[src/rtl/dvp_capture_pkg.sv]
// Shared types and constants for the DVP pixel capture front-end.
// The optional DVP_TESTPATTERN_EN build uses rgb565() to synthesise pattern pixels.
package dvp_capture_pkg;

  typedef enum logic [1:0] {
    IDLE    = 2'd0,
    WAIT_VS = 2'd1,
    FRAME   = 2'd2,
    DROP    = 2'd3
  } state_t;

  localparam int PIX_W   = 16;
  localparam int ENTRY_W = 18;

  // FIFO entry layout: {eop, sop, pixel}
  localparam int ENTRY_SOP_BIT = 16;
  localparam int ENTRY_EOP_BIT = 17;

  localparam int R_MSB = 15;
  localparam int R_LSB = 11;
  localparam int G_MSB = 10;
  localparam int G_LSB = 5;
  localparam int B_MSB = 4;
  localparam int B_LSB = 0;

  function automatic logic [PIX_W-1:0] rgb565(input logic [4:0] r,
                                              input logic [5:0] g,
                                              input logic [4:0] b);
    logic [PIX_W-1:0] p;
    p = '0;
    p[R_MSB:R_LSB] = r;
    p[G_MSB:G_LSB] = g;
    p[B_MSB:B_LSB] = b;
    return p;
  endfunction

  function automatic logic [ENTRY_W-1:0] pack_entry(input logic sop,
                                                    input logic eop,
                                                    input logic [PIX_W-1:0] pix);
    return {eop, sop, pix};
  endfunction

endpackage

[src/rtl/dvp_pixel_fifo.sv]
// Synchronous first-word-fall-through FIFO; a push while full is accepted
// only when a pop happens in the same cycle.
module dvp_pixel_fifo
  import dvp_capture_pkg::*;
#(
  parameter int DEPTH = 16,
  parameter int WIDTH = ENTRY_W
) (
  input  logic             clk,
  input  logic             reset,
  input  logic             push,
  input  logic [WIDTH-1:0] push_data,
  output logic             full,
  input  logic             pop,
  output logic [WIDTH-1:0] pop_data,
  output logic             empty
);

  localparam int AW = $clog2(DEPTH);

  logic [WIDTH-1:0] mem [DEPTH];
  logic [AW-1:0]    wr_ptr;
  logic [AW-1:0]    rd_ptr;
  logic [AW:0]      count;
  logic             wr_en;
  logic             rd_en;

  assign full     = (count == (AW+1)'(DEPTH));
  assign empty    = (count == '0);
  assign wr_en    = push && (!full || pop);
  assign rd_en    = pop && !empty;
  assign pop_data = mem[rd_ptr];

  always_ff @(posedge clk) begin
    if (reset) begin
      wr_ptr <= '0;
      rd_ptr <= '0;
      count  <= '0;
    end else begin
      if (wr_en) wr_ptr <= wr_ptr + 1'b1;
      if (rd_en) rd_ptr <= rd_ptr + 1'b1;
      case ({wr_en, rd_en})
        2'b10:   count <= count + 1'b1;
        2'b01:   count <= count - 1'b1;
        default: count <= count;
      endcase
    end
  end

  always_ff @(posedge clk) begin
    if (wr_en) mem[wr_ptr] <= push_data;
  end

endmodule

[src/rtl/dvp_pixel_capture.sv]
// DVP camera capture: oversampled pclk/href/vsync, RGB565 byte-pair assembly,
// framed FWFT output stream. Optional macro DVP_TESTPATTERN_EN adds test_mode.
module dvp_pixel_capture
  import dvp_capture_pkg::*;
#(
  parameter int H_ACTIVE   = 640,
  parameter int V_ACTIVE   = 480,
  parameter int FIFO_DEPTH = 16
) (
  input  logic             clk,
  input  logic             reset,
  input  logic             dvp_pclk,
  input  logic [7:0]       dvp_data,
  input  logic             dvp_href,
  input  logic             dvp_vsync,
  input  logic             enable,
`ifdef DVP_TESTPATTERN_EN
  input  logic             test_mode,
`endif
  output logic [PIX_W-1:0] out_data,
  output logic             out_valid,
  input  logic             out_ready,
  output logic             out_sop,
  output logic             out_eop,
  output logic             frame_done,
  output logic             status_overflow,
  output logic             status_frame_err
);

  localparam int XW = ($clog2(H_ACTIVE + 2) > 8) ? $clog2(H_ACTIVE + 2) : 8;
  localparam int YW = ($clog2(V_ACTIVE + 2) > 8) ? $clog2(V_ACTIVE + 2) : 8;
  localparam logic [XW-1:0] X_END  = XW'(H_ACTIVE);
  localparam logic [XW-1:0] X_LAST = XW'(H_ACTIVE - 1);
  localparam logic [YW-1:0] Y_END  = YW'(V_ACTIVE);
  localparam logic [YW-1:0] Y_LAST = YW'(V_ACTIVE - 1);

  logic pclk_p0, pclk_p1, pclk_p2;
  logic href_p0, href_p1, href_p2;
  logic vsync_p0, vsync_p1, vsync_p2;
  logic [7:0] data_p0, data_p1;

  state_t        state;
  logic [XW-1:0] x;
  logic [YW-1:0] y;
  logic          phase;
  logic [7:0]    hi_byte;

  logic pclk_rise, href_rise, href_fall, vs_rise, vs_fall;
  logic phase_eff, pix_fire, in_window, push, pop, ovf, push_ok;
  logic is_sop, is_eop;
  logic fifo_full, fifo_empty;
  logic [PIX_W-1:0]   pixel;
  logic [ENTRY_W-1:0] push_entry, rd_entry;

  // Stage p0/p1: two-flop synchroniser; p2: previous sample for edge detect
  always_ff @(posedge clk) begin
    if (reset) begin
      {pclk_p0, pclk_p1, pclk_p2}    <= '0;
      {href_p0, href_p1, href_p2}    <= '0;
      {vsync_p0, vsync_p1, vsync_p2} <= '0;
    end else begin
      {pclk_p0, pclk_p1, pclk_p2}    <= {dvp_pclk, pclk_p0, pclk_p1};
      {href_p0, href_p1, href_p2}    <= {dvp_href, href_p0, href_p1};
      {vsync_p0, vsync_p1, vsync_p2} <= {dvp_vsync, vsync_p0, vsync_p1};
    end
  end

  always_ff @(posedge clk) begin
    data_p0 <= dvp_data;
    data_p1 <= data_p0;
  end

  assign pclk_rise = pclk_p1 & ~pclk_p2;
  assign href_rise = href_p1 & ~href_p2;
  assign href_fall = ~href_p1 & href_p2;
  assign vs_rise   = vsync_p1 & ~vsync_p2;
  assign vs_fall   = ~vsync_p1 & vsync_p2;

  // A line start coinciding with a byte strobe must still see phase 0
  assign phase_eff = phase & ~href_rise;
  assign pix_fire  = (state == FRAME) && pclk_rise && href_p1 && phase_eff;
  assign in_window = (x < X_END) && (y < Y_END);
  assign push      = pix_fire && in_window;
  assign pop       = out_valid && out_ready;
  assign ovf       = push && fifo_full && !pop;
  assign push_ok   = push && !ovf;
  assign is_sop    = (x == '0) && (y == '0);
  assign is_eop    = (x == X_LAST) && (y == Y_LAST);

`ifdef DVP_TESTPATTERN_EN
  assign pixel = test_mode ? rgb565(x[7:3], y[7:2], x[7:3]) : {hi_byte, data_p1};
`else
  assign pixel = {hi_byte, data_p1};
`endif

  assign push_entry = pack_entry(is_sop, is_eop, pixel);

  always_ff @(posedge clk) begin
    if (pclk_rise && href_p1 && !phase_eff) hi_byte <= data_p1;
  end

  // Stage p3: frame state, counters, flags
  always_ff @(posedge clk) begin
    if (reset) begin
      state            <= IDLE;
      x                <= '0;
      y                <= '0;
      phase            <= 1'b0;
      frame_done       <= 1'b0;
      status_overflow  <= 1'b0;
      status_frame_err <= 1'b0;
    end else begin
      frame_done <= 1'b0;
      case (state)
        IDLE: begin
          if (enable) begin
            state <= WAIT_VS;
          end else begin
            status_overflow  <= 1'b0;
            status_frame_err <= 1'b0;
          end
        end
        WAIT_VS: begin
          if (vs_fall) begin
            state <= FRAME;
            x     <= '0;
            y     <= '0;
            phase <= 1'b0;
          end
        end
        FRAME: begin
          if (href_rise) phase <= 1'b0;
          if (pclk_rise && href_p1) begin
            if (!phase_eff) begin
              phase <= 1'b1;
            end else begin
              phase <= 1'b0;
              if (x <= X_END) x <= x + 1'b1;
            end
          end
          // Counters saturate just past the limit so long lines stay flagged
          if (href_fall) begin
            if (x != X_END) status_frame_err <= 1'b1;
            if (y <= Y_END) y <= y + 1'b1;
            x     <= '0;
            phase <= 1'b0;
          end
          if (ovf) begin
            status_overflow <= 1'b1;
            state           <= DROP;
          end else if (push_ok && is_eop) begin
            frame_done <= 1'b1;
            state      <= enable ? WAIT_VS : IDLE;
          end else if (vs_rise) begin
            if (y < Y_END) status_frame_err <= 1'b1;
            state <= enable ? WAIT_VS : IDLE;
          end
        end
        DROP: begin
          if (vs_rise) state <= WAIT_VS;
        end
        default: state <= IDLE;
      endcase
    end
  end

  dvp_pixel_fifo #(
    .DEPTH (FIFO_DEPTH),
    .WIDTH (ENTRY_W)
  ) u_fifo (
    .clk       (clk),
    .reset     (reset),
    .push      (push),
    .push_data (push_entry),
    .full      (fifo_full),
    .pop       (pop),
    .pop_data  (rd_entry),
    .empty     (fifo_empty)
  );

  assign out_valid = ~fifo_empty;
  assign out_data  = out_valid ? rd_entry[PIX_W-1:0] : '0;
  assign out_sop   = out_valid & rd_entry[ENTRY_SOP_BIT];
  assign out_eop   = out_valid & rd_entry[ENTRY_EOP_BIT];

endmodule

[config.mk]
export PLATFORM = sky130hd
export DESIGN_NAME = dvp_pixel_capture
export DESIGN_NICKNAME = d
export VERILOG_FILES = /design/src/rtl/dvp_capture_pkg.sv /design/src/rtl/dvp_pixel_fifo.sv /design/src/rtl/dvp_pixel_capture.sv
export SDC_FILE = /design/constraint.sdc
export NUM_CORES = 1
export LEC_CHECK = 0
export CELL_PAD_IN_SITES_DETAIL_PLACEMENT = 0
export CELL_PAD_IN_SITES_GLOBAL_PLACEMENT = 1
export CORE_MARGIN = 3
export CORE_UTILIZATION = 45
export CTS_BUF_LIST = sky130_fd_sc_hd__clkbuf_4 sky130_fd_sc_hd__clkbuf_8
export CTS_CLUSTER_SIZE = 20
export DETAILED_ROUTE_END_ITERATION = 12
export HOLD_SLACK_MARGIN = 0.08
export PLACE_DENSITY = 0.77
export SLEW_MARGIN = 15
export SYNTH_ARGS = -nofsm -noshare
export SYNTH_HDL_FRONTEND = slang
export SYNTH_SLANG_ARGS = --single-unit
[constraint.sdc]
create_clock -name clk -period 3.75 [get_ports clk]
set_input_delay 0.375 -clock clk [delete_from_list [all_inputs] [get_ports clk]]
set_output_delay 0.375 -clock clk [all_outputs]
set_load 0.05 [all_outputs]
==> results.md, run 1 <==
* Share of the synthesized area in the top cell type at 62.5%
* Final core occ at 53.2%
* Detailed Route WL at 27800 microns
* EDFF count, synth at about 300
* Synthesis Warnings at 0
* Sequential area share after synthesis at 72.0%
* Clk buf depth at 3
* TritonCTS clock tree: done
* Post-synth top flop: edfxtp_1
* Min-delay worst type: input port to flip-flop
* Seq cells post-synth at 363
* Crit. End Element: primary output
* # DRC at 0
* Via density at 5.51
* Mapped Cells at 765
* Synth-to-Final Area Change at 15.3%
* Power per cell area at between 400 and 500 nW/um^2
* Slew HR at 28.3%
* Period utilisation layout at 96.7%
* Measured slew at the worst slew-check pin at 1.07 ns
* Detail Placement HPWL at 15600 microns
* Largest net degree at the start of global routing at 45
* Critical path class: flip-flop to primary output
* Total track usage at 16.9%
* Hold Buf Count CTS at 0
* Post-synth ARST share at 0%
* Post-CTS Setup Bufs at 0
* DIE HEIGHT at approximately 180 microns
* Most common cell after layout, fill and taps aside: edfxtp_1
* Critical Path Source Type: flip-flop
* TritonRoute pass-1 iters at 5
* Status: finished clean
* R2R depth at 9
* Layout cell share with drive strength beyond 1 at about a quarter
* GRT overflow at 0
* Multi-input logic area at 3780 sq um
* Synth Net Count at 799
* I/O pin count at 37
* Worst flop-to-flop path startpoint: u_fifo.count[1]$_SDFFE_PP0P_
* Via count at 7189
* Initial antenna violation count at 0
* Final setup viols at 0
* Clk pin slew, worst setup/hold paths at about 0.060 ns
* Fmax at 0.276 GHz
* Top cells by area, synth: edfxtp_1 (63%), mux4_2 (14%), dfxtp_1 (9.4%), ha_1 (1.7%), and2_1 (1.5%)
* Port Buffer Count at 36
* Hold Crit Depth at 1
* Total power at 7880 uW
* Crit path time final at ~3.6 ns
* Register area at around 10000 sq um
* Hold Startpoint: dvp_data[4]
* Crit Path Max Fanout at 22
* Final GP Congestion at 0.746
* RSZ-0062 raised after global routing: no
* Row Count at 64
* MaxCap Viol Count at 0
* Clk_skew at 0.0335 ns
* Post-synth top area cell: edfxtp_1
* Wirelength per Cell at 21.3 microns
* Leakage power at 0.00525 uW
* Initial DRC Count at 560
* Die footprint at 33800 sq um
* Post-Layout Inst Area at 16400 sq um
* VDD IR max at around 0.26 mV
* CP required at 3.38 ns
* CTS buffer count at 57
* Final hold vios at 0
* Most frequent cells in the layout: edfxtp_1 (296), mux4_2 (90), clkbuf_8 (66)
* Initial Utilization at 46.1%
* Placed cell areas at 15200 sq um
* Average size of a mapped cell at 18.6 sq um
* Fill count at between 2000 and 2500
* Post-synth cell types at 53
* Worst Path Arrival at approximately 3.3 ns
* Antenna diode count at 0
* Root Buffer: clkbuf_8
* Post-cts sizing count at 0
* Final Max Slew Viols at 0
* First-pass GRT wire length at between 40000 and 50000 microns
* Number of global-route vias before repair at 7428
* Syn Std Cell Area at 14200 sq um
* Die Width at around 180 microns
* Clock H-tree levels at 2
* CORE AREA at a little over 30000 sq um
* Worst skew pair latency at 0.59 ns
* Detail Route Antenna Nets at 0
* Nets@finish at 895
* TNS Setup at 0 ns
* Clock Sinks at 363
==> stage by stage <==
stage	std cells	hold slack [ns]	setup WS [ns]
after CTS	1305	0.190	0.0733
after floorplan	765	0.310	0.683
after detailed placement	1198	0.312	0.656
final	1305	0.229	0.126
after global routing	1305	0.203	0.0187
after global placement	1198	0.310	0.696
==> layer usage <==
metal  share of wire, %  vias up  global-route usage (%)
li1                   -     3259                       -
met1                 43     3660                    23.3
met2                 49      224                    27.9
met3                6.2       46                    3.50
met4                1.8        0                    4.45
met5                  0        -                       0
==> synthesized netlist by cell type, types with 7 or more instances <==
library cell / count
dfxtp_1: 67
and3_1: 7
buf_2: 10
nor2_1: 27
ha_1: 19
xnor2_1: 9
nand3_1: 11
and2_1: 33
o21ai_0: 9
a21oi_1: 20
nor2b_1: 16
nand2_1: 23
mux4_2: 90
inv_1: 18
clkbuf_1: 19
edfxtp_1: 296
==> kinds of logic after synthesis <==
family / after synthesis / synth area share (%)
AOI/OAI and AO/OA: 64 / 2.98
xor gates and xnor gates: 15 / 0.924
DFF: 363 / 72.0
muxes: 96 / 14.7
adders and majority gates: 19 / 1.67
and+or+nand+nor: 159 / 6.32
buffers and inverters: 49 / 1.43
==> registers in the layout (all words and copies together) (netlist names), named ones only <==
register,cells
data_p1,8
pclk_p1,1
vsync_p1,1
vsync_p2,1
href_p2,1
hi_byte,8
data_p0,8
status_frame_err,1
phase,1
u_fifo.count,5
u_fifo.mem,288
y,9
pclk_p2,1
href_p0,1
vsync_p0,1
state,2
frame_done,1
pclk_p0,1
u_fifo.rd_ptr,4
u_fifo.wr_ptr,4
x,10
status_overflow,1
href_p1,1
==> final cells by class <==
cell class,count,share of cell area (%)
Clock inverter,19,0.603
Timing Repair Buffer,68,3.89
Inverter,18,0.412
Tap cell,396,3.02
Sequential cell,363,62.5
Clock buffer,88,6.55
Multi-Input combinational cell,353,23.1
==> worst max-delay path, stage by stage (launching register included) <==
cell,delay [ns]
dfxtp_4,0.57
buf_4,0.38
mux4_2,0.37
mux4_2,0.47
and2_1,0.17
clkdlybuf4s50_1,0.69
==> worst paths after layout <==
check	endpoint	slack, ns
worst max register to register	u_fifo.count[3]$_SDFFE_PP0P_	0.69
worst min-delay path	data_p0[4]$_DFF_P_	0.23
worst min register to register	data_p1[3]$_DFF_P_	0.33
worst max-delay path	out_data[9]	0.13
==> power by group <==
group | leakage [uW] | internal [uW] | total [uW] | switching, uW
combinational | 0.00140 | 72.8 | 216 | 144
sequential | 0.00323 | 4350 | 4380 | 30.5
clock | 0.000629 | 1830 | 3290 | 1460
total | 0.00525 | 6250 | 7880 | 1630
No activity file was read; power rests on OpenSTA's default activity.
==> run 2, diff against run 1 <==
Settings changed: ABC_AREA from default to 1, CTS_CLUSTER_DIAMETER from default to 50, PLACE_DENSITY 0.77 to 0.81.
Clock period 3.75 ns to 3.4 ns, I/O delays scaled along.
==> results.md, run 2 <==
* Detail Route Antenna Nets at 0 (unchanged)
* Largest net degree at the start of global routing at 145 (was 45)
* Root Buffer: clkbuf_8 (unchanged)
* Initial antenna violation count at 0 (unchanged)
* Status: finished clean (unchanged)
* Wirelength per Cell at 19.0 microns (was 21.3 microns)
* Int Power at 7570 uW (was 6250 uW)
* Initial Utilization at 46.1% (about the same)
* Post-synth cell types at 38 (was 53)
* Post-cts sizing count at 0 (unchanged)
* Most instantiated cells after synthesis: edfxtp_1 (296), nor2_1 (235), o21ai_0 (158) (was edfxtp_1 (296), mux4_2 (90), dfxtp_1 (67))
* Final GP Congestion at 0.817 (was 0.746)
* Setup Slack @ Placement at 0.804 ns (was 0.656 ns)
* Switch share at 37.1% (was 20.7%)
* Synth Net Count at 1278 (was 799)
* Crit. End Element: primary output (unchanged)
* Critical Path Source Type: flip-flop (unchanged)
* EDFF count, synth at 296 (unchanged)
* Biggest register: u_fifo.mem (unchanged)
* Net Sw Power at 4450 uW (was 1630 uW)
* VDD IR max at 0.578 mV (was 0.258 mV)
* I/O pin count at 37 (unchanged)
* GRT overflow at 0 (unchanged)
* TritonCTS clock tree: done (unchanged)
* Number of global-route vias before repair at 9357 (was 7428)
* Slew HR at 39.1% (was 28.3%)
* Reg power frac at 41.3% (was 55.5%)
* CP cell instances: buf_4, o21ai_0, o221ai_1, nand3_1, a21oi_1, buf_12 (was buf_4, mux4_2, mux4_2, and2_1, clkdlybuf4s50_1)
* Clk_skew at 0.0468 ns (was 0.0335 ns)
* Crit path time final at 3.11 ns
* Top cells by area, synth: edfxtp_1 (61%), dfxtp_1 (9.2%), nor2_1 (6.0%), o21ai_0 (5.4%), o221ai_1 (3.5%) (was edfxtp_1 (63%), mux4_2 (14%), dfxtp_1 (9.4%), ha_1 (1.7%), and2_1 (1.5%))
* Post-synth ARST share at 0% (unchanged)
* RSZ-0062 raised after global routing: no (unchanged)
* Clock share of power at 23.3% (was 41.7%)
* Most frequent cells in the layout: edfxtp_1 (296), nor2_1 (219), o21ai_0 (158) (was edfxtp_1 (296), mux4_2 (90), clkbuf_8 (66))
* Final worst setup slack at 0.291 ns (was 0.126 ns)
* Detailed Route WL at 33200 microns (was 27800 microns)
* Via count at 9629 (was 7189)
* Row Count at 65 (was 64)
* Share of the synthesized area in the top cell type at 60.7% (was 62.5%)
* Worst skew pair latency at 0.57 ns (was 0.59 ns)
* Hold Buf Count CTS at 0 (unchanged)
* Period utilisation layout at 91.5%
* Sequential area share after synthesis at 69.8% (was 72.0%)
* Via density at 5.50 (was 5.51)
* Critical path class: flip-flop to primary output (unchanged)
* CTS buffer count at 34 (was 57)
* MaxCap Viol Count at 0 (unchanged)
* Leakage power at 0.00557 uW (was 0.00525 uW)
* Final Max Slew Viols at 0 (unchanged)
* Layout cell share with drive strength beyond 1 at 12.4% (was 25.6%)
* Logic gate share of total power at 35.5% (was 2.7%)
* Fmax at 0.322 GHz
* Detail Placement HPWL at 19000 microns (was 15600 microns)
* Clk pin slew, worst setup/hold paths at 0.11 ns (was 0.06 ns)
* Critical path's top delay family: compound AO/OA/AOI/OAI gates (was buffers and inverters)
* Worst Path Arrival at 2.77 ns (was 3.25 ns)
* Min-delay worst type: input port to flip-flop (unchanged)
* Clock Sinks at 363 (unchanged)
* CORE AREA at 31800 sq um (was 30800 sq um)
* Clock H-tree levels at 2 (unchanged)
* Top Registers: u_fifo.mem: 288 flops, x: 10 flops, y: 9 flops (unchanged)
* Average size of a mapped cell at 11.8 sq um (was 18.6 sq um)
* Die Width at 186 microns (was 184 microns)
* # DRC at 0 (unchanged)
* Port Buffer Count at 36 (unchanged)
* Post-synth top flop: edfxtp_1 (unchanged)
* Most common cell after layout, fill and taps aside: edfxtp_1 (unchanged)
* Die footprint at 34800 sq um (was 33800 sq um)
* TNS Setup at 0 ns (unchanged)
* Clk buf depth at 3 (unchanged)
* Post-synth top area cell: edfxtp_1 (unchanged)
* TritonRoute pass-1 iters at 6 (was 5)
* Final hold vios at 0 (unchanged)
* DIE HEIGHT at 186 microns (was 184 microns)
* Antenna diode count at 0 (unchanged)
* CP required at 3.06 ns (was 3.38 ns)
* Final setup viols at 0 (unchanged)
* Synth-to-Final Area Change at 13.0% (was 15.3%)
* Initial DRC Count at 923 (was 560)
* Post-CTS Setup Bufs at 0 (unchanged)
* Total track usage at 18.9% (was 16.9%)
* Total power at 12000 uW (was 7880 uW)
* Buf+Inv Stages, Crit Path at 2 (unchanged)
* Power per cell area at 726 nW/um^2 (was 481 nW/um^2)
* Nets@finish at 1325 (was 895)
* Max reg flops at 288 (unchanged)
* First-pass GRT wire length at 52500 microns (was 43100 microns)
* Seq cells post-synth at 363 (unchanged)
* Syn Std Cell Area at 14600 sq um (was 14200 sq um)
* Count leader, synth: edfxtp_1 (unchanged)
* Slowest CP cell: buf_4 (was clkdlybuf4s50_1)
* Crit-path max cell delay at 0.64 ns (was 0.69 ns)
* Crit Path Max Fanout at 72 (was 22)
* Synthesis Warnings at 0 (unchanged)
* Mapped Cells at 1244 (was 765)
* Measured slew at the worst slew-check pin at 0.910 ns (was 1.07 ns)
-- run 2: cell types whose count changed after synthesis, sizes merged, moves of 32 or more --
cell	change
o21ai	+155
and2	-33
mux4	-90
o221ai	+58
inv	+53
nand3	+47
nor2	+217
nand2	+68
a21oi	+32
-- run 2: path summary, 6_finish.rpt --
kind / slack (ns) / endpoint / cells after the start / from
worst max-delay path: 0.29 / out_data[1] / 6 / flip-flop
worst min-delay path: 0.23 / data_p0[3]$_DFF_P_ / 1 / dvp_data[3]
worst max register to register: 0.84 / u_fifo.count[4]$_SDFFE_PP0P_ / 18 / href_p2$_SDFF_PP0_
worst min register to register: 0.31 / data_p1[1]$_DFF_P_ / 0 / data_p0[1]$_DFF_P_
-- run 2: cells by family (layout without fill, tap and decap cells) --
kind of cell / count (synthesis) / after routing / share of synthesized area, %
XOR/XNOR: 9 / 9 / 0.538
flip-flops: 363 / 363 / 69.8
adder cells (fa/ha/maj): 19 / 19 / 1.62
buffers and inverters: 141 / 212 / 4.26
AND/OR/NAND/NOR: 415 / 415 / 11.9
AO/OA/AOI/OAI: 297 / 297 / 11.9
-- run 2: worst register-to-register path, delay by kind of cell, from the launching register on --
kind            cells  cell delay (ns)
flops               1             0.34
xor+xnor            1             0.18
simple gates        8             0.85
buf+inv             4             0.23
compound gates      2             0.22
fa+ha+maj           3             0.61
-- run 2: per-layer routing --
| metal | vias up | part of all wire [%] | track usage (%) |
|---|---|---|---|
| li1 | 4554 | - | - |
| met1 | 4690 | 43 | 25.8 |
| met2 | 323 | 48 | 31.5 |
| met3 | 62 | 6.1 | 2.78 |
| met4 | 0 | 2.6 | 5.93 |
| met5 | - | 0 | 0 |
-- run 2: final cells by class --
cell class,instances,area [sq um]
repair buffers,78,893
well taps,435,544
clock buffers,36,495
clock inverters,24,263
inverters,74,282
fillers,2685,15200
flip-flops and latches,363,10200
multi-input cells,740,3840
-- run 2: stage by stage --
stage	util, %	area [sq um]	hold WS, ns	cells
final	52.1	16600	0.228	1750
after CTS	52.1	16600	0.203	1750
after global placement	49.7	15800	0.312	1690
after detailed placement	49.7	15800	0.312	1690
after floorplan	-	14600	0.310	1244
after global routing	52.1	16600	0.213	1750
-- run 2: power groups by stage --
stage,logic [uW],clock network [uW],registers (uW)
floorplan,2690,0,5020
global placement,4240,0,5060
detailed placement,4270,0,5060
CTS,4280,2860,4960
global route,4600,3050,4980
finish,4260,2800,4960
